### config.mk
export PLATFORM = sky130hd
export DESIGN_NAME = mod_instruction_fetch_ctrl
export DESIGN_NICKNAME = d
export VERILOG_FILES = /design/src/rtl/mod_instruction_fetch_ctrl.sv
export SDC_FILE = /design/constraint.sdc
export NUM_CORES = 1
export LEC_CHECK = 0
export ABC_CLOCK_PERIOD_IN_PS = 2750
export CORE_ASPECT_RATIO = 1.2
export CORE_MARGIN = 1.5
export CORE_UTILIZATION = 47
export CTS_BUF_LIST = sky130_fd_sc_hd__clkbuf_2
export DETAILED_ROUTE_END_ITERATION = 10
export PLACE_DENSITY = 0.92
export SYNTH_ARGS = -nofsm -noshare
export SYNTH_HDL_FRONTEND = slang
export SYNTH_SLANG_ARGS = --single-unit
### constraint.sdc
create_clock -name clk -period 2.75 [get_ports clk]
set_clock_uncertainty 0.05 [all_clocks]
set_input_delay 0.6875 -clock clk [delete_from_list [all_inputs] [get_ports clk]]
set_output_delay 0.6875 -clock clk [all_outputs]
set_load 0.01 [all_outputs]
### src/rtl/mod_instruction_fetch_ctrl.sv
// Instruction fetch controller: holds the PC, drives the ROM address and buffers each fetched
// word in a one-entry valid/ready output register, with redirect and end-of-program halt.
module mod_instruction_fetch_ctrl #(
    parameter logic [29:0] START_ADDR = 30'd0,
    parameter int          COUNT_W    = 16
) (
    input  logic               clk,
    input  logic               reset,
    input  logic               start,
    output logic [29:0]        rom_address,
    input  logic [31:0]        rom_instruction,
    input  logic               rom_mem_end,
    output logic [31:0]        instr_out,
    output logic [29:0]        instr_pc,
    output logic               instr_valid,
    input  logic               instr_ready,
    input  logic               redirect_valid,
    input  logic [29:0]        redirect_addr,
    output logic               halted,
    output logic [COUNT_W-1:0] fetch_count
);

    typedef enum logic [1:0] {
        ST_IDLE,
        ST_RUN,
        ST_HALT
    } state_t;

    state_t               state_q, state_d;
    logic [29:0]          pc_q, pc_d;
    logic [31:0]          instr_out_q, instr_out_d;
    logic [29:0]          instr_pc_q, instr_pc_d;
    logic                 instr_valid_q, instr_valid_d;
    logic                 halted_q, halted_d;
    logic [COUNT_W-1:0]   fetch_count_q, fetch_count_d;
    logic                 slot_free;

    assign slot_free = !instr_valid_q || instr_ready;

    always_comb begin
        state_d       = state_q;
        pc_d          = pc_q;
        instr_out_d   = instr_out_q;
        instr_pc_d    = instr_pc_q;
        instr_valid_d = instr_valid_q;
        halted_d      = halted_q;
        fetch_count_d = fetch_count_q;

        case (state_q)
            ST_IDLE: begin
                if (start) begin
                    state_d = ST_RUN;
                    pc_d    = START_ADDR;
                end
            end
            ST_RUN, ST_HALT: begin
                // A redirect flushes the buffer even if the consumer took the word this cycle.
                if (redirect_valid) begin
                    state_d       = ST_RUN;
                    pc_d          = redirect_addr;
                    instr_valid_d = 1'b0;
                    halted_d      = 1'b0;
                end else if (state_q == ST_HALT) begin
                    if (instr_ready) begin
                        instr_valid_d = 1'b0;
                    end
                end else if (rom_mem_end) begin
                    // A stalled word stays visible in HALT until the consumer accepts it.
                    state_d  = ST_HALT;
                    halted_d = 1'b1;
                    if (instr_ready) begin
                        instr_valid_d = 1'b0;
                    end
                end else if (slot_free) begin
                    instr_out_d   = rom_instruction;
                    instr_pc_d    = pc_q;
                    instr_valid_d = 1'b1;
                    pc_d          = pc_q + 30'd1;
                    fetch_count_d = fetch_count_q + COUNT_W'(1);
                end
            end
            default: begin
                state_d = ST_IDLE;
            end
        endcase
    end

    always_ff @(posedge clk) begin
        if (reset) begin
            state_q       <= ST_IDLE;
            pc_q          <= START_ADDR;
            instr_out_q   <= 32'd0;
            instr_pc_q    <= 30'd0;
            instr_valid_q <= 1'b0;
            halted_q      <= 1'b0;
            fetch_count_q <= '0;
        end else begin
            state_q       <= state_d;
            pc_q          <= pc_d;
            instr_out_q   <= instr_out_d;
            instr_pc_q    <= instr_pc_d;
            instr_valid_q <= instr_valid_d;
            halted_q      <= halted_d;
            fetch_count_q <= fetch_count_d;
        end
    end

    assign rom_address = pc_q;
    assign instr_out   = instr_out_q;
    assign instr_pc    = instr_pc_q;
    assign instr_valid = instr_valid_q;
    assign halted      = halted_q;
    assign fetch_count = fetch_count_q;

endmodule

# [Word level (Yosys, flattened, before mapping)]
# Index checks and enable logic that the tools add are counted.
[word_totals] register_bits=112 in_bits=68 out_inout_bits=110
[op_classes] addsub=2 eq_ne=8 muxes=19 bitwise=3 n_reduce_logical=12
[ops] operator="2-to-1 mux 30 bit" count=5
[ops] operator="one-hot mux 30 bit (2 select lines)" count=1
[ops] operator="adder 30 x 1 -> 30 bit, second input constant" count=1
[ops] operator="adder 16 x 1 -> 16 bit, second input constant" count=1
[ops] operator="!= test 3 bit, second input constant" count=4
[ops] operator="AND reduction 5 bit" count=2
[ops] operator="2-to-1 mux 1 bit" count=8
[ops] operator="2-to-1 mux 2 bit" count=4
[ops] operator="AND reduction 3 bit" count=2
[ops] operator="!= test 2 bit, second input constant" count=2
[ops] operator="one-hot mux 2 bit (2 select lines)" count=1
[ops] operator="nonzero test 2 bit" count=2
[ops] operator="nonzero test 4 bit" count=1
[ops] operator="inverter 1 bit" count=3
[ops] operator="== test 2 x 1 -> 1 bit, second input constant" count=1
[ops] operator="== test 2 bit, second input constant" count=1
[ops] operator="zero test 2 bit" count=1
[ops] operator="AND reduction 2 bit" count=1
[ops] operator="OR reduction 2 bit" count=1
[ops] operator="zero test 1 bit" count=1
[ops] operator="logical OR 1 bit" count=1

# [Depth between registers and ports, before layout]
[depth] word_depth=7 ltp_mapped=9

# [Worst setup path before layout]
# OpenSTA, ideal clock, no wires.
[synth_path] kind="in2reg" start="in redirect_valid" end="reg fetch_count_q[12] (netlist: fetch_count[12])" setup_time_ns=0.070 arrival_ns=2.132 t_required_ns=2.630 slack_ns=0.497 path_stages=7 n_path_buf=2 path_cell_list="buf_2 nor2b_1 clkbuf_8 nand4_4 or3_4 or4_1 a21oi_1"
[synth_between] elab_chain_cells=2
[synth_rtl] element="from (decl)" line_no="17" source="input logic redirect_valid,"
[synth_rtl] element="inverter 1 bit (no source line)"
[synth_rtl] element="AND reduction 5 bit (no source line)"
[synth_rtl] element="to (signal assigned)" line_no="104" source="fetch_count_q <= fetch_count_d;"
[synth_rtl] element="to (decl)" line_no="35" source="logic [COUNT_W-1:0] fetch_count_q, fetch_count_d;"
# No other way between the ends.
# A chain may end at the register's enable or synchronous reset.

# [Worst setup path in the final report]
[layout_path] start="reg pc_q[21] (netlist: rom_address[21])" end="out rom_address[21]"
[layout_rtl] element="from (decl)" line_no="30" source="logic [29:0] pc_q, pc_d;"
[layout_rtl] element="from (signal assigned)" line_no="99" source="pc_q <= pc_d;"
[layout_rtl] element="to (decl)" line_no="10" source="output logic [29:0] rom_address,"
# No word-level cell between the ends.

==> results.yml <==
setup_path:
  ff2ff_setup_slack_ps: 360
  slowest_delay_ps: 610
  r2r_start: "state_q[0]$_SDFFE_PP0P_"
  reg2reg_to: "fetch_count[15]$_SDFFE_PP0P_"
  critPathArrivalTime_ps: 1810
  required_ps: 2010
  reg2reg_depth: 8
  critical_path_class: "register to primary output"
  crit_path_start_kind: "register"
  crit_slowest_cell: "dfxtp_1"
  cp.depth: 1
  endpoint_kind: "primary output"
  cp_top_family: "flip-flops"
  crit_chain: "clkdlybuf4s50_1"
  critPathMaxFanout: 10
  crit_buf_inv: 1
floorplanning:
  rows: 42
  die_y_um: 118.9
  dieArea_sq_mm: 0.01183
  die_w_um: 99.55
  core_area_sq_mm: 0.01098
  ios: 178
  initial_core_util: 0.4787
pwr:
  p_seq_frac: 0.531
  intPower_w: 0.002242
  switching_power_w: 0.001113
  ir_worst_vdd_uv: 275.3
  pwr-share-comb: 0.267
  leakage_nw: 2.483
  finalPower_w: 0.003355
  powerDensity_mw_per_mm2: 459.9
  power_frac_clock: 0.202
  switching_share: 0.3318
sta:
  hold_ws_ps: 404.1
  setup_viol: 0
  slew_headroom: 0.5105
  min_period_ps: 2552
  timing.final.crit_share: 0.9280
  tightest_slew_ps: 727.5
  max_freq_ghz: 0.3918
  layout_setup_ws_ps: 197.9
  finalHoldViolCount: 0
  rsz0062_at_grt: "no"
  drv_slew: 0
clocking:
  root_buffer: "clkbuf_2"
  clock_path_buffers: 2
  cts_resized: 0
  cts_buffers: 9
  worstSkewPairLatency_ps: 600
  clock-sinks: 112
  clk_pin_slew_ps: 310
  cts_tree: "yes"
  htree_levels: 3
  postCtsHoldBufs: 0
  cts_setup_buffers: 0
place:
  io_buffers: 177
  hpwl_um: 10350
  place_inst: 961
  place_area_sq_mm: 0.007201
  pre_cts_slack_ps: -34.54
  gp_congestion: 0.8752
run:
  maxCapViolations: 0
logic_synthesis:
  synth_edf_count: 0
  synth.avg_cell_area_sq_um: 7.835
  async_flop_share: 0
  synthCells: 671
  synth_seq_cells: 112
  synth_seq_area_share: 0.4265
  ys.flop_type: "dfxtp_1"
  yosysWarnings: 0
  ys_types: 61
  synth_nets: 744
  syn_area_sq_mm: 0.005258
global_routing:
  overflow: 0
  grt_max_degree: 81
  use_met2: 0.4092
  grt_pass1_vias: 5090
  grt.busiest_layer: "met2"
  grt_util_met1: 0.3199
  grt_pass1_wl_um: 24070
  grt_usage: 0.2473
  antenna_found_initial: 1
  met3_usage: 0.04460
outcome:
  outcome: "complete, no violations"
routing:
  finalWirelength_um: 14800
  drtAntennaViolNets: 0
  via_count: 5507
  vias_per_cell: 5.631
  wire_per_inst_um: 15.13
  drc: 0
  drt_iter0_drc: 397
  dr.pass1.iters: 5
final_layout:
  nets: 913
  area_growth_pct: 38.77
  final_area_sq_mm: 0.007296
  drive_above_1_share: 0.07219
  final_cells: 978
worst_hold_path:
  min_to: "instr_pc[22]$_SDFFE_PP0P_"
  whs_path_depth: 2
  min_from: "reset"
  hp-class: "primary input to register"
cell families after synthesis:
logic type | synth area share
adder cells (fa/ha/maj) | 0.01190
flip-flops | 0.4265
multiplexers | 0.01357
buffers and inverters | 0.05331
AO/OA/AOI/OAI | 0.1937
XOR/XNOR | 0.01833
AND/OR/NAND/NOR | 0.2827
power by group through the flow:
| stage | registers [W] | logic (W) | clock network (W) |
|---|---|---|---|
| after global placement | 0.00181 | 0.000875 | 0 |
| after floorplan | 0.00183 | 0.000460 | 0 |
| after CTS | 0.00178 | 0.000889 | 0.000699 |
| final | 0.00178 | 0.000897 | 0.000677 |
| after detailed placement | 0.00181 | 0.000886 | 0 |
| after global routing | 0.00180 | 0.000971 | 0.000748 |
per-stage QoR:
stage | TNS (ps) | util
2_1_floorplan | 0 | -
3_3_place_gp | 0 | 0.6556
3_5_place_dp | -34.54 | 0.6556
4_1_cts | 0 | 0.6640
5_1_grt | 0 | 0.6643
6_report | 0 | 0.6643
routing by layer:
layer | wire length [um] | vias to the layer above
met3 | 1006 | 29
met2 | 7110 | 238
met5 | 0 | -
li1 | - | 2696
met4 | 308 | 0
met1 | 6374 | 2544
cell usage in the layout, fill, tap and decap left out, drive strengths merged, types with 3 or more instances in the layout:
cell type / synthesis / routed
clkdlybuf4s50: 0 / 176
clkbuf: 36 / 9
a22o: 5 / 5
o41ai: 4 / 4
nor3: 13 / 13
or3: 4 / 4
ha: 5 / 5
a32o: 6 / 6
clkinv: 1 / 7
inv: 7 / 8
nor2: 38 / 38
a211oi: 3 / 3
nor4: 13 / 13
nor2b: 3 / 3
a21oi: 95 / 95
o31ai: 8 / 8
nand4: 14 / 14
buf: 9 / 28
xnor2: 9 / 9
nand2: 169 / 169
o21ai: 24 / 24
o211ai: 4 / 4
dfxtp: 112 / 112
mux2i: 6 / 6
and3: 12 / 12
nand3: 25 / 25
nand2b: 3 / 3
and2: 5 / 5
a31oi: 8 / 8
a22oi: 4 / 4
or4: 5 / 5
sequential cells by signal, indices dropped and copies added (netlist names):
signal and cells:
state_q 2, rom_address 30, instr_valid 1, instr_pc 30, instr_out 32, halted 1
fetch_count 16
worst max path at each step:
stage	startpoint	endpoint	slack, ps
after CTS	rom_address[21]$_SDFFE_PP0P_	rom_address[21]	180
final	rom_address[21]$_SDFFE_PP0P_	rom_address[21]	200
after floorplan	redirect_valid	fetch_count[12]$_SDFFE_PP0P_	500
after global placement	redirect_valid	fetch_count[15]$_SDFFE_PP0P_	30
after detailed placement	redirect_valid	fetch_count[15]$_SDFFE_PP0P_	-30
after global routing	rom_address[21]$_SDFFE_PP0P_	rom_address[21]	100
cell usage after synthesis (5+ instances only):
cell type,number,area (sq um)
a21oi_1,94,470.5
a22o_1,5,43.79
a31oi_1,8,50.05
a32o_1,6,60.06
and3_1,10,62.56
buf_2,5,25.02
clkbuf_1,34,127.6
dfxtp_1,112,2242
ha_1,5,62.56
inv_1,7,26.28
mux2i_1,6,60.06
nand2_1,169,634.4
nand3_1,23,115.1
nand4_1,11,68.82
nor2_1,37,138.9
nor3_1,13,65.06
nor4_1,11,68.82
o21ai_0,24,120.1
o31ai_1,8,60.06
xnor2_1,9,78.83
layout make-up:
type | instances | area, sq um
clock inverters | 7 | 47.55
flip-flops and latches | 112 | 2242
diodes | 1 | 2.502
inverters | 8 | 30.03
repair buffers | 204 | 2022
well taps | 132 | 165.2
fillers | 924 | 3687
clock buffers | 9 | 45.04
multi-input cells | 505 | 2741
(Power assumes the default switching activity.)
==> RTL change, RTL diff (config.mk and constraints unchanged) <==
Register the output `fetch_count` once more, cleared by the reset; this adds one clock of latency there. The other outputs are not delayed to match.
--- a/src/rtl/mod_instruction_fetch_ctrl.sv
+++ b/src/rtl/mod_instruction_fetch_ctrl.sv
@@ -110,7 +110,13 @@
     assign instr_pc    = instr_pc_q;
     assign instr_valid = instr_valid_q;
     assign halted      = halted_q;
-    assign fetch_count = fetch_count_q;
+    always_ff @(posedge clk) begin
+        if (reset) begin
+            fetch_count <= '0;
+        end else begin
+            fetch_count <= fetch_count_q;
+        end
+    end
 
 endmodule
 
Function: changed (Yosys sat finds a counterexample within 4 cycles, from zero or initial values and one cycle with reset high).
==> RTL change against the original RTL <==
- first-iteration DRC count rose by 26%
- sequential cell count grew 16
- via count is 6.4% higher
- global-route usage is 1.6 points higher
- critical path depth did not move
- synthesized cell count is 5.4% higher
- routed wire length increased by 15%
- setup slack worse by 46 ps
- synthesized area grew 6.4%
- cell area is 7.4% higher
- critical endpoint is now rom_address[22]
- largest cell class unchanged
Power is not compared: it rests on default switching activity, and its combinational part moved more than twofold at a synthesized area within 25%.
==> RTL change: results (changes against the original RTL) <==
run_status:
  outcome: "finished clean"
logic_synthesis:
  yosysSeqAreaShare_pct: 45.79  # +3.1 points
  synth_area_leaders: "dfxtp_1 (46%), nand2_1 (11%), a21oi_1 (8.1%), nor2_1 (3.6%), clkbuf_1 (2.3%)"
  synth_ff_type: "dfxtp_1"
  yosysWarnings: 0  # unchanged
  netlist_top_cells_count: "nand2_1 (165), dfxtp_1 (128), a21oi_1 (91), nor2_1 (54), clkbuf_1 (35)"
  synth_xor_area_share_pct: 1.565  # -0.27 points
  synth_cell_types: 60  # -1.6%
  synth_compound_area_share_pct: 17.51  # -1.9 points
  synthAdderAreaFrac_pct: 1.118  # -0.072 points
  syn_nets: 780  # +4.8%
  muxShareOfSynthArea_pct: 1.341  # -0.015 points
  async_flop_share_pct: 0  # unchanged
placement:
  io_buffers: 177  # unchanged
  hpwl_mm: 11.79  # +14%
  place_ws_ps: -26.56  # +7.977 ps
  finalWeightedCongestion: 0.9298  # +6.2%
critical_path:
  startpoint: "rom_address[22]$_SDFFE_PP0P_"
  cpPeakStageDelay_ps: 650  # +40 ps
  cpLargestDelayFamily: "buffers and inverters"
  cp_data_arrival_time_ps: 1860  # +50 ps
  r2r-start: "state_q[1]$_SDFFE_PP0P_"
  cp_max_fo: 6  # -4
  cp_slowest_cell: "clkdlybuf4s50_1"
final_layout:
  layout-drive-gt1-share_pct: 8.418  # +1.2 points
  fin_nets: 951  # +4.2%
  fillCellCount: 902  # -2.4%
  largest_reg_flops: 32  # unchanged
grt:
  grt_pass1_wl_mm: 25.85  # +7.4%
  grt_max_degree: 81  # unchanged
  track_usage_pct: 26.35  # +1.6 points
  antenna_found_initial: 1  # unchanged
  grt_pass1_vias: 5340  # +4.9%
clock_tree:
  cts_buffer_depth: 2  # unchanged
  cts_root_buffer: "clkbuf_2"
  postCtsSetupBuffers: 0  # unchanged
  path_clk_slew_ps: 190  # -120 ps
  clk_latency_ps: 650  # +50 ps
  cts_inserted_buffers: 17  # +8
  htreeDepth: 4  # +1
route:
  totalWireLength_mm: 16.97  # +15%
  vias: 5862  # +6.4%
  firstDrtPassIters: 5  # unchanged
  dr.first_iter.drc_count: 501  # +26%
hold_path:
  hold_class: "primary input to flip-flop"
  hold_start: "reset"
pwr:
  peakVddDrop_mv: 0.4978
  p_leak_nw: 2.705
sta:
  hold_violations: 0  # unchanged
  slew_headroom_pct: 44.84  # -6.2 points
## RTL change: layout make-up
cell class / instances / share of cell area, %
Timing Repair Buffer: 202 / 25.61
Tap cell: 157 / 2.506
Multi-Input combinational cell: 520 / 35.46
Clock buffer: 18 / 1.149
Inverter: 9 / 0.4310
Clock inverter: 14 / 2.107
Sequential cell: 128 / 32.71
Antenna cell: 1 / 0.03193
## RTL change: timing repair
item,4_1_cts,5_1_grt
hold endpoints to repair,0,0
resized for setup,0,1
setup endpoints to repair,0,1
## RTL change: path summary, 6_finish.rpt
kind | to | slack [ps] | cells after the start
setup / recovery | rom_address[22] | 150 | 1
hold / removal | rom_address[8]$_SDFFE_PP0P_ | 330 | 2
setup reg to reg | fetch_count_q[14]$_SDFFE_PP0P_ | 220 | 7
hold reg to reg | instr_pc[8]$_SDFFE_PP0P_ | 420 | 2
## RTL change: cells by family after synthesis
| kind of cell | count (synthesis) |
|---|---|
| AO/OA/AOI/OAI | 162 |
| adder cells (fa/ha/maj) | 5 |
| XOR/XNOR | 10 |
| AND/OR/NAND/NOR | 336 |
| flip-flops | 128 |
| multiplexers | 7 |
| buffers and inverters | 59 |
## RTL change: metrics by stage
stage	cell area (um^2)	cells	utilization [%]	setup TNS, ps	power, W
after CTS	7834	1048	67.72	0	0.005290
final	7838	1049	67.76	0	0.005298
after global routing	7838	1049	67.76	0	0.005581
after detailed placement	7579	1016	65.52	-26.56	0.004069
after floorplan	5597	707	-	0	0.003213
after global placement	7579	1016	65.52	0	0.004022
## RTL change: routing by layer
layer  vias to the layer above  track usage [%]  wire (um)  part of all wire, %
met4                         0            11.47        494                  2.9
met1                      2725            32.39       6705                   40
met2                       292            43.83       8261                   49
met5                         -                0          0                    0
met3                        49            6.093       1511                  8.9
li1                       2796                -          -                    -
## RTL change: report_power, final
group | leakage, nW | internal [W] | switching, W
combinational | 1.52 | 0.000827 | 0.00106
clock | 0.146 | 0.000509 | 0.000717
sequential | 1.03 | 0.00201 | 0.000178
